## config.mk

```make
export PLATFORM = sky130hd
export DESIGN_NAME = uart_multi_regif
export DESIGN_NICKNAME = d
export VERILOG_FILES = /design/src/rtl/apb_uart_pkg.sv /design/src/rtl/uart_ch_regbank.sv /design/src/rtl/uart_multi_regif.sv
export SDC_FILE = /design/constraint.sdc
export NUM_CORES = 1
export LEC_CHECK = 0
export ABC_AREA = 1
export CAP_MARGIN = 15
export CORE_MARGIN = 2
export CORE_UTILIZATION = 30
export CTS_CLUSTER_DIAMETER = 200
export DETAILED_ROUTE_END_ITERATION = 8
export PLACE_DENSITY = 0.63
export SYNTH_ARGS = -nofsm -noshare
export SYNTH_HDL_FRONTEND = slang
export SYNTH_HIERARCHICAL = 1
export SYNTH_SLANG_ARGS = --single-unit
```

## constraint.sdc

```tcl
create_clock -name clk_i -period 2.93 [get_ports clk_i]
set_input_delay 0.7325 -clock clk_i [delete_from_list [all_inputs] [get_ports clk_i]]
set_output_delay 0.7325 -clock clk_i [all_outputs]
set_load 0.05 [all_outputs]
```

## src/rtl/apb_uart_pkg.sv

```systemverilog
// Shared definitions for the multi-channel UART register interface:
// register offsets, per-register types and the bus FSM state encoding.
package apb_uart_pkg;

   // Each channel window decodes a 6-bit byte offset
   localparam int REG_OFF_W = 6;

   localparam logic [REG_OFF_W-1:0] OFF_CTRL          = 6'h00;
   localparam logic [REG_OFF_W-1:0] OFF_CLK_DIV       = 6'h04;
   localparam logic [REG_OFF_W-1:0] OFF_CFG           = 6'h08;
   localparam logic [REG_OFF_W-1:0] OFF_TX_FIFO_COUNT = 6'h0C;
   localparam logic [REG_OFF_W-1:0] OFF_RX_FIFO_COUNT = 6'h10;
   localparam logic [REG_OFF_W-1:0] OFF_TX_DATA       = 6'h14;
   localparam logic [REG_OFF_W-1:0] OFF_RX_DATA       = 6'h18;
   localparam logic [REG_OFF_W-1:0] OFF_INTR_CTRL     = 6'h1C;
   localparam logic [REG_OFF_W-1:0] OFF_INTR_STAT     = 6'h20;

   typedef enum logic [REG_OFF_W-1:0] {
      REG_CTRL          = OFF_CTRL,
      REG_CLK_DIV       = OFF_CLK_DIV,
      REG_CFG           = OFF_CFG,
      REG_TX_FIFO_COUNT = OFF_TX_FIFO_COUNT,
      REG_RX_FIFO_COUNT = OFF_RX_FIFO_COUNT,
      REG_TX_DATA       = OFF_TX_DATA,
      REG_RX_DATA       = OFF_RX_DATA,
      REG_INTR_CTRL     = OFF_INTR_CTRL,
      REG_INTR_STAT     = OFF_INTR_STAT
   } uart_reg_off_e;

   // Default baud divider after reset
   localparam logic [31:0] UART_CLK_DIV_RST = 32'h0000_2580;

   typedef logic [31:0] uart_ctrl_t;
   typedef logic [31:0] uart_clk_div_t;
   typedef logic [31:0] uart_cfg_t;
   typedef logic [31:0] uart_intr_ctrl_t;
   typedef logic [7:0]  uart_intr_stat_t;

   typedef struct packed {
      uart_ctrl_t      ctrl;
      uart_clk_div_t   clk_div;
      uart_cfg_t       cfg;
      uart_intr_ctrl_t intr_ctrl;
      uart_intr_stat_t intr_stat;
   } uart_ch_regs_t;

   typedef enum logic {
      ST_IDLE = 1'b0,
      ST_RESP = 1'b1
   } uart_bus_state_e;

endpackage

```

## src/rtl/uart_ch_regbank.sv

```systemverilog
// One UART channel's register storage: byte-strobed RW registers,
// write-1-to-clear interrupt status and the channel's irq line.
module uart_ch_regbank
   import apb_uart_pkg::*;
#(
   parameter int                    DATA_WIDTH  = 32,
   parameter int                    INTR_W      = 8,
   parameter logic [DATA_WIDTH-1:0] CLK_DIV_RST = DATA_WIDTH'(UART_CLK_DIV_RST)
) (
   input  logic                    clk_i,
   input  logic                    arst_ni,
   input  logic                    wr_en,
   input  logic [REG_OFF_W-1:0]    wr_off,
   input  logic [DATA_WIDTH-1:0]   wr_data,
   input  logic [DATA_WIDTH/8-1:0] wr_strb,
   input  logic [INTR_W-1:0]       intr_evt,
   output logic [DATA_WIDTH-1:0]   ctrl_reg,
   output logic [DATA_WIDTH-1:0]   clk_div_reg,
   output logic [DATA_WIDTH-1:0]   cfg_reg,
   output logic [DATA_WIDTH-1:0]   intr_ctrl_reg,
   output logic [INTR_W-1:0]       intr_stat,
   output logic                    irq
);

   localparam int STRB_W = DATA_WIDTH / 8;

   logic [DATA_WIDTH-1:0] byte_mask;
   logic [INTR_W-1:0]     w1c_mask;

   // Expand byte strobes into a bit mask shared by every register merge
   always_comb begin
      byte_mask = '0;
      for (int b = 0; b < STRB_W; b++) begin
         byte_mask[b*8 +: 8] = {8{wr_strb[b]}};
      end
   end

   // Strobed clear mask, only live for a write that targets the status register
   always_comb begin
      w1c_mask = '0;
      if (wr_en && (wr_off == REG_INTR_STAT)) begin
         w1c_mask = wr_data[INTR_W-1:0] & byte_mask[INTR_W-1:0];
      end
   end

   // RW registers keep unstrobed bytes and take new data in strobed bytes
   always_ff @(posedge clk_i or negedge arst_ni) begin
      if (!arst_ni) begin
         ctrl_reg      <= '0;
         clk_div_reg   <= CLK_DIV_RST;
         cfg_reg       <= '0;
         intr_ctrl_reg <= '0;
      end else if (wr_en) begin
         case (wr_off)
            REG_CTRL:      ctrl_reg      <= (ctrl_reg      & ~byte_mask) | (wr_data & byte_mask);
            REG_CLK_DIV:   clk_div_reg   <= (clk_div_reg   & ~byte_mask) | (wr_data & byte_mask);
            REG_CFG:       cfg_reg       <= (cfg_reg       & ~byte_mask) | (wr_data & byte_mask);
            REG_INTR_CTRL: intr_ctrl_reg <= (intr_ctrl_reg & ~byte_mask) | (wr_data & byte_mask);
            default: ;
         endcase
      end
   end

   // Status clears on W1C but a coincident event always re-sets the bit
   always_ff @(posedge clk_i or negedge arst_ni) begin
      if (!arst_ni) begin
         intr_stat <= '0;
      end else begin
         intr_stat <= (intr_stat & ~w1c_mask) | intr_evt;
      end
   end

   assign irq = |(intr_stat & intr_ctrl_reg[INTR_W-1:0]);

endmodule

```

## src/rtl/uart_multi_regif.sv

```systemverilog
// Multi-channel UART register interface: decodes the memory request
// stream into per-channel banks, checks for errors and returns a
// registered one-cycle acknowledge.
module uart_multi_regif
   import apb_uart_pkg::*;
#(
   parameter int                    NUM_CH       = 2,
   parameter int                    ADDR_WIDTH   = 9,
   parameter int                    DATA_WIDTH   = 32,
   parameter int                    CH_ADDR_BITS = 6,
   parameter int                    INTR_W       = 8,
   parameter logic [DATA_WIDTH-1:0] CLK_DIV_RST  = DATA_WIDTH'(UART_CLK_DIV_RST)
) (
   input  logic                                clk_i,
   input  logic                                arst_ni,
   input  logic                                mreq_i,
   input  logic [ADDR_WIDTH-1:0]               maddr_i,
   input  logic                                mwe_i,
   input  logic [DATA_WIDTH-1:0]               mwdata_i,
   input  logic [DATA_WIDTH/8-1:0]             mstrb_i,
   output logic                                mack_o,
   output logic [DATA_WIDTH-1:0]               mrdata_o,
   output logic                                mresp_o,
   output logic [NUM_CH-1:0][DATA_WIDTH-1:0]   ctrl_reg_o,
   output logic [NUM_CH-1:0][DATA_WIDTH-1:0]   clk_div_reg_o,
   output logic [NUM_CH-1:0][DATA_WIDTH-1:0]   cfg_reg_o,
   output logic [NUM_CH-1:0][DATA_WIDTH-1:0]   intr_ctrl_reg_o,
   input  logic [NUM_CH-1:0][DATA_WIDTH-1:0]   tx_fifo_count_i,
   input  logic [NUM_CH-1:0][DATA_WIDTH-1:0]   rx_fifo_count_i,
   output logic [DATA_WIDTH-1:0]               tx_data_o,
   output logic [NUM_CH-1:0]                   tx_data_valid_o,
   input  logic [NUM_CH-1:0]                   tx_data_ready_i,
   input  logic [NUM_CH-1:0][DATA_WIDTH-1:0]   rx_data_i,
   input  logic [NUM_CH-1:0]                   rx_data_valid_i,
   output logic [NUM_CH-1:0]                   rx_data_ready_o,
   input  logic [NUM_CH-1:0][INTR_W-1:0]       intr_evt_i,
   output logic [NUM_CH-1:0]                   irq_o
);

   localparam int CH_IDX_W = ADDR_WIDTH - CH_ADDR_BITS;

   uart_bus_state_e state_q, state_d;

   logic [CH_IDX_W-1:0]      ch_idx;
   logic [CH_ADDR_BITS-1:0]  off_full;
   logic [REG_OFF_W-1:0]     off;
   logic                     off_in_range;
   logic                     ch_valid;
   logic [NUM_CH-1:0]        ch_hit;

   logic [DATA_WIDTH-1:0]    sel_ctrl, sel_clk_div, sel_cfg, sel_intr_ctrl;
   logic [DATA_WIDTH-1:0]    sel_tx_cnt, sel_rx_cnt, sel_rx_data;
   logic [INTR_W-1:0]        sel_stat;
   logic                     sel_tx_ready, sel_rx_valid;

   logic                     acc_err;
   logic [DATA_WIDTH-1:0]    rd_data;
   logic                     accept;
   logic                     good_write;
   logic                     good_read;
   logic [NUM_CH-1:0]        bank_wr;

   logic [NUM_CH-1:0][INTR_W-1:0] stat_q;
   logic [DATA_WIDTH-1:0]    mrdata_q;
   logic                     mresp_q;

   assign ch_idx       = maddr_i[ADDR_WIDTH-1:CH_ADDR_BITS];
   assign off_full     = maddr_i[CH_ADDR_BITS-1:0];
   assign off          = off_full[REG_OFF_W-1:0];
   assign off_in_range = (int'(off_full) < (1 << REG_OFF_W));
   assign ch_valid     = (int'(ch_idx) < NUM_CH);

   // Steer the addressed channel's registers and FIFO status onto shared select buses
   always_comb begin
      ch_hit        = '0;
      sel_ctrl      = '0;
      sel_clk_div   = '0;
      sel_cfg       = '0;
      sel_intr_ctrl = '0;
      sel_tx_cnt    = '0;
      sel_rx_cnt    = '0;
      sel_rx_data   = '0;
      sel_stat      = '0;
      sel_tx_ready  = 1'b0;
      sel_rx_valid  = 1'b0;
      for (int c = 0; c < NUM_CH; c++) begin
         if (int'(ch_idx) == c) begin
            ch_hit[c]     = 1'b1;
            sel_ctrl      = ctrl_reg_o[c];
            sel_clk_div   = clk_div_reg_o[c];
            sel_cfg       = cfg_reg_o[c];
            sel_intr_ctrl = intr_ctrl_reg_o[c];
            sel_tx_cnt    = tx_fifo_count_i[c];
            sel_rx_cnt    = rx_fifo_count_i[c];
            sel_rx_data   = rx_data_i[c];
            sel_stat      = stat_q[c];
            sel_tx_ready  = tx_data_ready_i[c];
            sel_rx_valid  = rx_data_valid_i[c];
         end
      end
   end

   // Classify the request as legal or erroneous and build its read data
   always_comb begin
      acc_err = 1'b0;
      rd_data = '0;
      case (off)
         REG_CTRL:      rd_data = sel_ctrl;
         REG_CLK_DIV: begin
            rd_data = sel_clk_div;
            if (mwe_i && ((sel_tx_cnt != '0) || (sel_rx_cnt != '0))) acc_err = 1'b1;
         end
         REG_CFG: begin
            rd_data = sel_cfg;
            if (mwe_i && ((sel_tx_cnt != '0) || (sel_rx_cnt != '0))) acc_err = 1'b1;
         end
         REG_TX_FIFO_COUNT: begin
            rd_data = sel_tx_cnt;
            if (mwe_i) acc_err = 1'b1;
         end
         REG_RX_FIFO_COUNT: begin
            rd_data = sel_rx_cnt;
            if (mwe_i) acc_err = 1'b1;
         end
         REG_TX_DATA: begin
            if (!mwe_i || !sel_tx_ready || !mstrb_i[0]) acc_err = 1'b1;
         end
         REG_RX_DATA: begin
            rd_data = sel_rx_data;
            if (mwe_i || !sel_rx_valid) acc_err = 1'b1;
         end
         REG_INTR_CTRL: rd_data = sel_intr_ctrl;
         REG_INTR_STAT: rd_data = DATA_WIDTH'(sel_stat);
         default:       acc_err = 1'b1;
      endcase
      if (!ch_valid || !off_in_range) acc_err = 1'b1;
   end

   assign accept     = (state_q == ST_IDLE) && mreq_i;
   assign good_write = accept && mwe_i && !acc_err;
   assign good_read  = accept && !mwe_i && !acc_err;
   assign bank_wr    = good_write ? ch_hit : '0;

   assign tx_data_o       = mwdata_i;
   assign tx_data_valid_o = (good_write && (off == REG_TX_DATA)) ? ch_hit : '0;
   assign rx_data_ready_o = (good_read && (off == REG_RX_DATA)) ? ch_hit : '0;

   for (genvar c = 0; c < NUM_CH; c++) begin : g_bank
      uart_ch_regbank #(
         .DATA_WIDTH  (DATA_WIDTH),
         .INTR_W      (INTR_W),
         .CLK_DIV_RST (CLK_DIV_RST)
      ) u_bank (
         .clk_i         (clk_i),
         .arst_ni       (arst_ni),
         .wr_en         (bank_wr[c]),
         .wr_off        (off),
         .wr_data       (mwdata_i),
         .wr_strb       (mstrb_i),
         .intr_evt      (intr_evt_i[c]),
         .ctrl_reg      (ctrl_reg_o[c]),
         .clk_div_reg   (clk_div_reg_o[c]),
         .cfg_reg       (cfg_reg_o[c]),
         .intr_ctrl_reg (intr_ctrl_reg_o[c]),
         .intr_stat     (stat_q[c]),
         .irq           (irq_o[c])
      );
   end

   // Bus FSM state register
   always_ff @(posedge clk_i or negedge arst_ni) begin
      if (!arst_ni) begin
         state_q <= ST_IDLE;
      end else begin
         state_q <= state_d;
      end
   end

   // Accept in IDLE, acknowledge for one cycle in RESP; requests in RESP are ignored
   always_comb begin
      state_d = state_q;
      mack_o  = 1'b0;
      case (state_q)
         ST_IDLE: if (mreq_i) state_d = ST_RESP;
         ST_RESP: begin
            mack_o  = 1'b1;
            state_d = ST_IDLE;
         end
         default: state_d = ST_IDLE;
      endcase
   end

   // Capture the response at acceptance so it is stable throughout the ack cycle
   always_ff @(posedge clk_i or negedge arst_ni) begin
      if (!arst_ni) begin
         mrdata_q <= '0;
         mresp_q  <= 1'b0;
      end else if (accept) begin
         mresp_q  <= acc_err;
         mrdata_q <= (acc_err || mwe_i) ? '0 : rd_data;
      end
   end

   assign mrdata_o = mrdata_q;
   assign mresp_o  = mresp_q;

endmodule

```

==> flow_summary.yaml <==
outcome:
  status: "complete, but fails checks"
  violations: "setup timing"
setup_path:
  cp-end-kind: "output port"
  critPathMaxFanout: 4
  slowest_stage: "clkdlybuf4s50_1"
  timing_worst_setup_path_type: "input pin to output port"
  slowest_delay_ns: 0.41
  crit_path_start_kind: "input pin"
  crit_chain: "clkdlybuf4s50_1 -> nand3_1 -> nand2_2 -> nor2_1 -> nand2_1 -> nor2_1 -> nand2_1 -> nor2_2 -> nand3_2 -> nand2_4 -> nand4_1 -> buf_6 -> nor2_4 -> buf_12"
  cp.required_ns: 2.20
  cp.arrival_ns: 2.80
clock_network:
  clk_latency_ns: 0.57
  hold_buffers: 0
  htreeDepth: 2
  clk_path_buf_depth: 3
  cts_root_buf: "clkbuf_16"
  cts_tree: "built"
  cts.sinks: 306
  clk_transition_reported_paths_ns: 0.06
  cts-buffers-inserted: 38
logic_synthesis:
  muxShareOfSynthArea_pct: 0
  synthDistinctLibCells: 34
  synth-compound-area-share_pct: 7.08
  yosys.area_share.adder_pct: 0
  synth_top_area_share_pct: 39.9
  synthesis.area_um2: 18700
  yosysSeqAreaShare_pct: 41.1
  synth_area_per_cell_um2: 7.40
  syn_inst: 2523
  yosysWarnings: 6
  ys_top_cells_by_area: "dfrtp_1 40%, nand2_1 23%, nand4_1 8.1%, a22o_1 5.4%, nand3_1 5.0%"
  synth_top_family_by_area: "simple AND/OR/NAND/NOR gates"
  synth_xor_area_share_pct: 0
  syn_nets: 2784
  synth_top_cell_by_area: "dfrtp_1"
  synth-seq-cells: 306
  synth-simple-area-share_pct: 43.3
floorplan:
  fp.dieH_um: 253
  die_width_um: 253
  die-area_um2: 64200
  top_level_ports: 589
  num_rows: 91
  initial_core_util_pct: 30.3
  placeableCoreArea_um2: 61600
timing:
  rsz0062_at_grt: "yes"
  max_slew_margin_pct: 44.4
  finalMaxSlewViolations: 0
  finalSetupViolations: 242
  setup_ws_ns: -0.601
  worst_pin_slew_ns: 0.834
  fmax_mhz: 283
  clock_skew_ns: 0.0341
  finalCritPeriodShare_pct: 121
  fin_crit_ns: 3.53
  hold_viol_final: 0
place:
  portBuffers: 588
  place_congestion: 0.978
  placed_cell_area_um2: 27300
  dp_hpwl_um: 76600
cells_and_area:
  syn2layout_area_growth_pct: 62.7
  postLayoutCellArea_um2: 30400
  seq_area_um2: 7670
  drive_gt1_share_pct: 21.4
  multi_input_area_um2: 10000
  n_fill_cell: 5851
  final_nets: 3606
route:
  dr.pass1.iters: 7
  drt-total-wl_um: 105000
  wl_per_cell_um: 24.9
  drc: 0
  vias: 22374
  viasPerCell: 5.30
  drt_iter0_markers: 2432
  ant_nets: 0
global_routing:
  grt_max_degree: 87
  met1_usage_pct: 41.5
  grt_pass1_wl_um: 146000
  gr-usage-all-layers_pct: 30.9
  grt_pass1_vias: 21173
  top_usage_layer: "met2"
  grt_util_met2_pct: 48.2
  gr-total-overflow: 0
  antenna_found_initial: 14
  met3_usage_pct: 7.40
power:
  power_uw: 10700
  cellLeakagePower_uw: 0.0149
  cellPowerDensity_nw_per_um2: 354
  peakVddDrop_mv: 0.308
job:
  max-cap-violations: 0
hold_path:
  hp-class: "input pin to async pin"
## kinds of logic after synthesis
| logic type | Yosys count |
|---|---|
| AND/OR/NAND/NOR | 1750 |
| flip-flops | 306 |
| AO/OA/AOI/OAI | 173 |
| buffers and inverters | 294 |
## placed cells by master (no fill, tap or decap), types with 11 or more instances in the layout
cell / n
a21oi_1: 39
a22o_1: 116
buf_12: 73
buf_4: 333
buf_6: 14
clkbuf_16: 47
clkdlybuf4s50_1: 499
dfrtp_1: 298
diode_2: 12
dlygate4sd2_1: 26
dlymetal6s2s_1: 11
inv_1: 75
inv_2: 15
nand2_1: 1097
nand2_2: 64
nand2_4: 11
nand3_1: 155
nand3_2: 21
nand3_4: 41
nand4_1: 242
nor2_1: 63
nor2_2: 12
nor2_4: 22
## cells in the mapped netlist, drive strengths merged
cell type,number
nor4,2
dfstp,8
a21oi,41
dfrtp,298
clkbuf,45
nand4,242
nand2,1172
nor3b,1
or2,3
a31oi,1
a211oi,2
clkinv,2
nor2,105
buf,156
nor3,8
o211ai,1
o21ai,12
nand3,217
inv,91
a22o,116
## power breakdown
group          internal [µW]  switching (µW)  total [µW]
combinational            764             935        1700
clock                   2860            1960        4820
sequential              4230            2.14        4230
total                   7850            2900       10700
## per-stage QoR
stage | TNS, ns | instances | utilization, % | setup slack, ns | hold WS [ns]
after floorplan | -0.544 | 2523 | - | -0.192 | 0.437
after global placement | -301.18 | 4036 | 44.3 | -1.18 | 0.464
after detailed placement | -317.30 | 4036 | 44.3 | -1.22 | 0.467
after CTS | -2.84 | 4188 | 48.1 | -0.508 | 0.149
after global routing | -54.21 | 4218 | 49.3 | -0.629 | 0.175
final | -29.19 | 4218 | 49.3 | -0.601 | 0.138
## worst paths after layout
kind / start / to / slack [ns] / depth (start not counted)
worst max-delay path: tx_fifo_count_i[48] / rx_data_ready_o[0] / -0.60 / 14
worst min-delay path: arst_ni / g_bank[0].u_bank/intr_stat[0] / 0.14 / 1
worst max register to register: state_q / flop / 0.15 / 15
worst min register to register: flop / flop / 0.48 / 2
max in group asynchronous: arst_ni / async pin / 2.03 / 2
min in group clk_i: flop / flop / 0.48 / 2
## critical path: cells and delay by family
family	cells	cell delay (ns)
AND/OR/NAND/NOR	11	1.29
buffers and inverters	3	0.76
## layout make-up
| cell class | count | share of cell area, % |
|---|---|---|
| Clock buffer | 50 | 3.55 |
| Timing Repair Buffer | 983 | 32.9 |
| Tap cell | 837 | 3.45 |
| Antenna cell | 12 | 0.0988 |
| Multi-Input combinational cell | 1923 | 32.9 |
| Inverter | 93 | 1.21 |
| Clock inverter | 14 | 0.601 |
| Sequential cell | 306 | 25.2 |
## metal layers
| metal | vias to the layer above | routed length (µm) |
|---|---|---|
| li1 | 10072 | - |
| met2 | 1261 | 47300 |
| met5 | - | 13 |
| met4 | 2 | 4150 |
| met1 | 10826 | 42800 |
| met3 | 213 | 10500 |
## timing repair
| item | in CTS | in global routing |
|---|---|---|
| pin swaps | 62 | 49 |
| gates cloned | 6 | 8 |
| setup buffers | 82 | 15 |
| endpoints found under the hold margin | 0 | 0 |
| endpoints found under the setup margin | 277 | 280 |
| resized for setup | 130 | 121 |
(Power assumes the default switching activity.)
